$ cat config.mk
export PLATFORM = sky130hd
export DESIGN_NAME = share_event_trigger
export DESIGN_NICKNAME = d
export VERILOG_FILES = /design/src/rtl/share_event_trigger.sv
export SDC_FILE = /design/constraint.sdc
export NUM_CORES = 1
export LEC_CHECK = 0
export ABC_AREA = 1
export CORE_ASPECT_RATIO = 1.25
export CORE_UTILIZATION = 26
export CTS_BUF_LIST = sky130_fd_sc_hd__clkbuf_16
export DETAILED_ROUTE_END_ITERATION = 12
export PLACE_DENSITY = 0.48
export SLEW_MARGIN = 15
export SYNTH_ARGS = -nofsm -noshare
export SYNTH_HDL_FRONTEND = slang
export SYNTH_SLANG_ARGS = --single-unit
$ cat constraint.sdc
create_clock -name clk -period 4.3 [get_ports clk]
set_clock_uncertainty 0.2 [all_clocks]
set_input_delay 0.43 -clock clk [delete_from_list [all_inputs] [get_ports clk]]
set_output_delay 0.43 -clock clk [all_outputs]
set_load 0.005 [all_outputs]
$ cat src/rtl/share_event_trigger.sv
// share_event_trigger: turns found-share strobes into spaced fader trigger pulses.
// Keeps a saturating pending queue, a 32-bit share total and a sticky drop flag.
module share_event_trigger #(
    parameter int MINERS         = 1,
    parameter int PEND_BITS      = 4,
    parameter int PULSE_CYCLES   = 1,
    parameter int HOLDOFF_CYCLES = 2**22
) (
    input  logic                 clk,
    input  logic                 reset,
    input  logic [MINERS-1:0]    found,
    output logic                 trigger,
    output logic [PEND_BITS-1:0] pending,
    output logic [31:0]          total,
    output logic                 dropped
);

    localparam int MAXC = (PULSE_CYCLES > HOLDOFF_CYCLES) ?
                          PULSE_CYCLES : HOLDOFF_CYCLES;
    localparam int TW   = $clog2(MAXC) + 1;
    localparam int SW   = PEND_BITS + 5;

    localparam logic [TW-1:0]        PULSE_LD = TW'(PULSE_CYCLES - 1);
    localparam logic [TW-1:0]        HOLD_LD  = TW'(HOLDOFF_CYCLES - 1);
    localparam logic [PEND_BITS-1:0] PMAX     = '1;
    localparam logic [SW-1:0]        PMAX_W   = SW'(PMAX);

    typedef enum logic [1:0] {
        IDLE    = 2'd0,
        PULSE   = 2'd1,
        HOLDOFF = 2'd2
    } state_t;

    state_t               state_q, state_d;
    logic [TW-1:0]        timer_q, timer_d;
    logic [PEND_BITS-1:0] pending_q, pending_d;
    logic [31:0]          total_q, total_d;
    logic                 dropped_q, dropped_d;
    logic                 trig_q, trig_d;
    logic [SW-1:0]        n;
    logic [SW-1:0]        sum;
    logic                 consume;

    // Count how many miners reported a share this cycle.
    always_comb begin
        n = '0;
        for (int i = 0; i < MINERS; i++) begin
            n = n + SW'(found[i]);
        end
    end

    // Pulse/holdoff sequencer; consumes one pending event when leaving IDLE.
    always_comb begin
        state_d = state_q;
        timer_d = timer_q;
        consume = 1'b0;
        case (state_q)
            IDLE: begin
                if (pending_q != '0) begin
                    state_d = PULSE;
                    timer_d = PULSE_LD;
                    consume = 1'b1;
                end
            end
            PULSE: begin
                if (timer_q == '0) begin
                    state_d = HOLDOFF;
                    timer_d = HOLD_LD;
                end else begin
                    timer_d = timer_q - 1'b1;
                end
            end
            HOLDOFF: begin
                if (timer_q == '0) begin
                    state_d = IDLE;
                end else begin
                    timer_d = timer_q - 1'b1;
                end
            end
            default: begin
                state_d = IDLE;
                timer_d = '0;
            end
        endcase
        trig_d = (state_d == PULSE);
    end

    // Pending queue with saturation, drop flag and wrapping total.
    always_comb begin
        sum       = SW'(pending_q) + n - SW'(consume);
        pending_d = pending_q;
        dropped_d = dropped_q;
        total_d   = total_q + 32'(n);
        if (sum > PMAX_W) begin
            pending_d = PMAX;
            dropped_d = 1'b1;
        end else begin
            pending_d = sum[PEND_BITS-1:0];
        end
    end

    // State and counter registers; reset discards same-cycle strobes.
    always_ff @(posedge clk) begin
        if (reset) begin
            state_q   <= IDLE;
            timer_q   <= '0;
            pending_q <= '0;
            total_q   <= '0;
            dropped_q <= 1'b0;
            trig_q    <= 1'b0;
        end else begin
            state_q   <= state_d;
            timer_q   <= timer_d;
            pending_q <= pending_d;
            total_q   <= total_d;
            dropped_q <= dropped_d;
            trig_q    <= trig_d;
        end
    end

    assign trigger = trig_q;
    assign pending = pending_q;
    assign total   = total_q;
    assign dropped = dropped_q;

endmodule
==> Word level (Yosys, flattened, before mapping) <==
Index checks and enable logic that the tools add are counted.
{ "word_totals": {"elab_cells": 31, "rom_bits": 0, "ram_bits": 0, "out_inout_bits": 38, "n_memories": 0, "reg_bits": 63, "latchBits": 0} }
{ "op_classes": {"n_shift": 0, "eq_ne": 5, "order_cmp": 1, "muxes": 11, "bitwise_logic": 0, "n_div": 0, "add_sub_neg": 4, "n_reduce_logical": 4, "multipliers": 0} }
{ "op_table": {"columns": ["cell", "n"], "rows": [
  ["23-bit 2-to-1 mux", 3],
  ["23-bit case mux with 3 select lines", 1],
  ["32-bit by 1-bit adder with 32-bit output", 1],
  ["23-bit zero test", 1],
  ["23-bit by 1-bit subtractor with 23-bit output (second input constant)", 1],
  ["9-bit by 4-bit greater-than comparator with 1-bit output (second input constant)", 1],
  ["2-bit 2-to-1 mux", 3],
  ["2-bit case mux with 3 select lines", 1],
  ["5-bit by 1-bit subtractor with 6-bit output", 1],
  ["4-bit by 1-bit adder with 5-bit output", 1],
  ["2-bit by 1-bit equality test with 1-bit output (second input constant)", 2],
  ["4-bit 2-to-1 mux", 1],
  ["2-bit inequality test (second input constant)", 2],
  ["4-bit nonzero test", 1],
  ["2-bit equality test (second input constant)", 1],
  ["2-bit zero test", 1],
  ["1-bit 2-to-1 mux", 2],
  ["2-bit AND reduction", 1]
]} }

==> Logic depth before layout (Yosys ltp) <==
{ "logic_depth": {"word_depth": 6, "depth_mapped": 16, "ltp_nobuf": 16} }

==> Worst setup path before layout <==
No wires, ideal clock.
{ "synth_timing": {"path_type": "reg-to-reg", "startpoint": "register pending_q[3] (netlist: pending[3])", "endpoint": "register dropped_q (netlist: dropped)", "setup_slack_ns": 1.589, "setup_time_ns": 0.128, "t_arrival_ns": 2.383, "stages_incl_launch_ff": 17, "required_time_ns": 3.972, "cell_sequence": "dfxtp_1 -> inv_1 -> ha_1 -> nand2_1 -> nor2_1 -> nor2_1 -> ha_1 -> inv_1 -> ha_1 -> fa_1 -> a21oi_1 -> o21bai_1 -> xor2_1 -> a21oi_1 -> inv_1 -> nor2_1 -> nor2_1"} }
{ "synth_between": {"elab_chain_cells": 5, "word_cells_on_any_way": 6, "cone_classes": "add/sub (2); order compare (1); mux (2); reduce/logical (1)"} }
{ "synth_lines": {"columns": ["item", "line_no", "text"], "rows": [
  ["from (decl)", "36", "logic [PEND_BITS-1:0] pending_q, pending_d;"],
  ["from (signal assigned)", "114", "pending_q <= pending_d;"],
  ["branches (longest 3 deep; another with 4-bit by 1-bit adder with 5-bit output)", null, null],
  ["5-bit by 1-bit subtractor with 6-bit output *", "90", "sum = SW'(pending_q) + n - SW'(consume);"],
  ["9-bit by 4-bit greater-than comparator with 1-bit output *", "94", "if (sum > PMAX_W) begin"],
  ["to (signal assigned)", "116", "dropped_q <= dropped_d;"],
  ["to (decl)", "38", "logic dropped_q, dropped_d;"]
]} }
Mark *: on every way between the ends.
A chain may end at the register's enable or synchronous reset.

==> Worst setup path after layout <==
{ "layout_timing": {"startpoint": "register pending_q[2] (netlist: pending[2])", "endpoint": "register pending_q[1] (netlist: pending[1])"} }
{ "layout_between": {"elab_chain_cells": 6, "word_cells_on_any_way": 7, "cone_classes": "add/sub (2); order compare (1); mux (3); reduce/logical (1)"} }
{ "layout_lines": {"columns": ["item", "line_no"], "rows": [
  ["branches (longest 3 deep; another with 4-bit by 1-bit adder with 5-bit output)", null],
  ["5-bit by 1-bit subtractor with 6-bit output *", "90"],
  ["9-bit by 4-bit greater-than comparator with 1-bit output", "94"],
  ["4-bit 2-to-1 mux *", "94"]
]} }
Marked as above.

==> flow_metrics.tcl <==
set metrics [dict create \
    peakVddDrop_uv 359 \
    required_ns 4.31 \
    synth_fp_nets 571 \
    netlist_top_cells_count "nand2_1, nor2_1, dfxtp_1, inv_1, a21oi_1" \
    dr_wl_met2_mm 4.84 \
    critPathMostFrequentCell "nor2_1" \
    antenna_found_initial 0 \
    die_h_um 136 \
    grt_pass1_wl_mm 16.5 \
    relSlewSlack_pct 53.9 \
    cts.clk_slew.worst_paths_ns 0.06 \
    drv_slew 0 \
    dp.final_hpwl_mm 7.21 \
    pin_count 41 \
    status "finished clean" \
    viasPerCell 4.49 \
    hold_viol 0 \
    htreeDepth 3 \
    setup_tns_ns 0 \
    ys_warn_count 0 \
    place_congestion 0.833 \
    finalWirelength_mm 9.72 \
    top_layer_used "met4" \
    crit_fanout 3 \
    area_delta_synth_final_pct 22.5 \
    fmax_mhz 339 \
    first_iter_violations 209 \
    wl_met3_um 249 \
    avgSynthCellArea_um2 6.78 \
    m1WireLength_mm 4.54 \
    synth_area_mm2 0.00375 \
    grt_use_total_pct 14.3 \
    synth_area_leaders "dfxtp_1, nand2_1, nor2_1" \
    die_area_mm2 0.0149 \
    hold_buffers 0 \
    cp_slowest_cell "fa_1" \
    ys.flop_type "dfxtp_1" \
    grt_pass1_vias 3374 \
    portBuffers 40 \
    ys_types 37 \
    timing_worst_slew_pin_value_ns 0.690 \
    max_cap_viol_count 0 \
    firstDrtPassIters 4 \
    pwr_density_cell_mw_per_mm2 713 \
    cp_num_buf_inv 3 \
    startpoint_type "flop" \
    worstSetupEndpointType "flop" \
    total_power_mw 3.27 \
    start_util_pct 26.9 \
    async_flop_share_pct 0 \
    cts_setup_buffers 0 \
    min_from "total[4]" \
    grt_setup_unrepaired "false" \
    ys_ff_latch 63 \
    routedWlPerCell_um 12.6 \
    crit_family "adder cells" \
    final-setup-viol-count 0 \
    cts_buffers 9 \
    synth_top_area_cell "dfxtp_1" \
    r2r_end "pending[1]" \
    fill_cells 1557 \
    insertion_delay_ns 0.33 \
    ant_nets 0 \
    p_leak_nw 1.85 \
    cts_resized 0 \
    cts-root-buf "clkbuf_16" \
    cp-startpoint "pending[2]" \
    grt-ovfl-total 0 \
    whs_endpoint "total[4]" \
    cts.sinks 63 \
    worstSetupPathType "reg -> reg" \
    r2r_slack_ns 1.35 \
    slowest_delay_ns 0.40 \
    fin_crit_sh_pct 68.6 \
    hold_path_depth 2 \
    crit-reg2reg-launch "pending[2]" \
    clockBufferDepth 2 \
    hold_class "reg -> reg" \
    worstRegToRegCells 16 \
    rows 48 \
    final_nets 612 \
    antenna_cells 0 \
    synth-seq-area-share_pct 33.6 \
    cts_tree "done" \
    num_vias 3478 \
    synth_edf_count 0 \
    core_mm2 0.0139 \
    min_period_ns 2.95 \
    dieWidth_um 109 \
    synth.most_common_cell "nand2_1" \
    crit_arrival_ns 2.96 \
    grt_max_degree 34 \
    worstPathCellList "inv_1 -> ha_1 -> nand2_1 -> nor2_1 -> nor2_1 -> ha_1 -> inv_1 -> ha_1 -> fa_1 -> a21oi_1 -> o21bai_1 -> xor2_1 -> a21oi_1 -> inv_1 -> nor2_1 -> nor2_1" \
    drcViolationCount 0 \
    netlist.area_leader.share_pct 33.6 \
    drive_gt1_share_pct 8.51 \
    synthCells 553 \
]
-- layout by cell type, fill, tap and decap left out, drive strengths merged, types with 3 or more instances in the layout --
cell,instances
a21oi,53
clkbuf,9
clkdlybuf4s50,39
clkinv,3
dfxtp,63
ha,14
inv,65
nand2,149
nand3,31
nand3b,3
nand4,12
nor2,89
nor3,14
o21ai,15
or2,7
xnor2,6
xor2,13
-- worst max-delay path by stage --
stage          slack [ns]         end  cells after the start
2_1_floorplan        1.59     dropped                     16
3_3_place_gp         1.44  pending[0]                     16
3_5_place_dp         1.34     dropped                     16
4_1_cts              1.33     dropped                     16
5_1_grt              1.06     dropped                     16
6_report             1.35  pending[1]                     16
-- tightest hold or removal path: cells and delay by family, from the launching register on --
kind,cells,cell delay [ns]
compound gates,1,0.05
flops,1,0.32
buf+inv,1,0.05
-- registers in the layout, indices dropped and copies added (netlist names) --
name	flops
dropped	1
pending	4
state_q	2
timer_q	23
total	32
trigger	1
-- power breakdown --
| group | switching (mW) | internal (mW) |
|---|---|---|
| clock network | 0.266 | 0.444 |
| logic | 1.12 | 0.678 |
| registers | 0.0886 | 0.672 |
| total | 1.48 | 1.79 |
-- routing by layer --
layer  track usage, %  vias up
li1                 -     1841
met1             17.3     1580
met2             24.5       51
met3             2.73        6
met4             5.63        0
met5                0        -
-- area by class of cell --
cell class / count / area (µm²) / area share (%)
clock buffers: 9 / 225 / 4.91
clock inverters: 7 / 66.3 / 1.44
inverters: 63 / 236 / 5.15
multi-input cells: 416 / 2180 / 47.5
flip-flops and latches: 63 / 1260 / 27.5
well taps: 175 / 219 / 4.77
repair buffers: 41 / 403 / 8.78
-- cell families (layout without fill, tap and decap cells) --
| kind of cell | count (synthesis) | after routing | share of synthesized area (%) |
|---|---|---|---|
| AOI/OAI and AO/OA | 73 | 73 | 10.9 |
| buffers and inverters | 74 | 120 | 8.21 |
| and+or+nand+nor | 309 | 309 | 37.6 |
| xor gates and xnor gates | 19 | 19 | 4.44 |
| DFF | 63 | 63 | 33.6 |
| adders and majority gates | 15 | 15 | 5.21 |
-- through the flow --
stage / utilization (%) / setup slack (ns) / cell area, µm² / hold WS (ns) / instances
after floorplan: - / 1.59 / 3750 / 0.250 / 553
after global placement: 30.9 / 1.44 / 4300 / 0.254 / 758
after detailed placement: 30.9 / 1.34 / 4300 / 0.258 / 758
after CTS: 32.9 / 1.33 / 4590 / 0.272 / 774
after global routing: 32.9 / 1.06 / 4590 / 0.298 / 774
final: 32.9 / 1.35 / 4590 / 0.268 / 774
(Power assumes the default switching activity.)
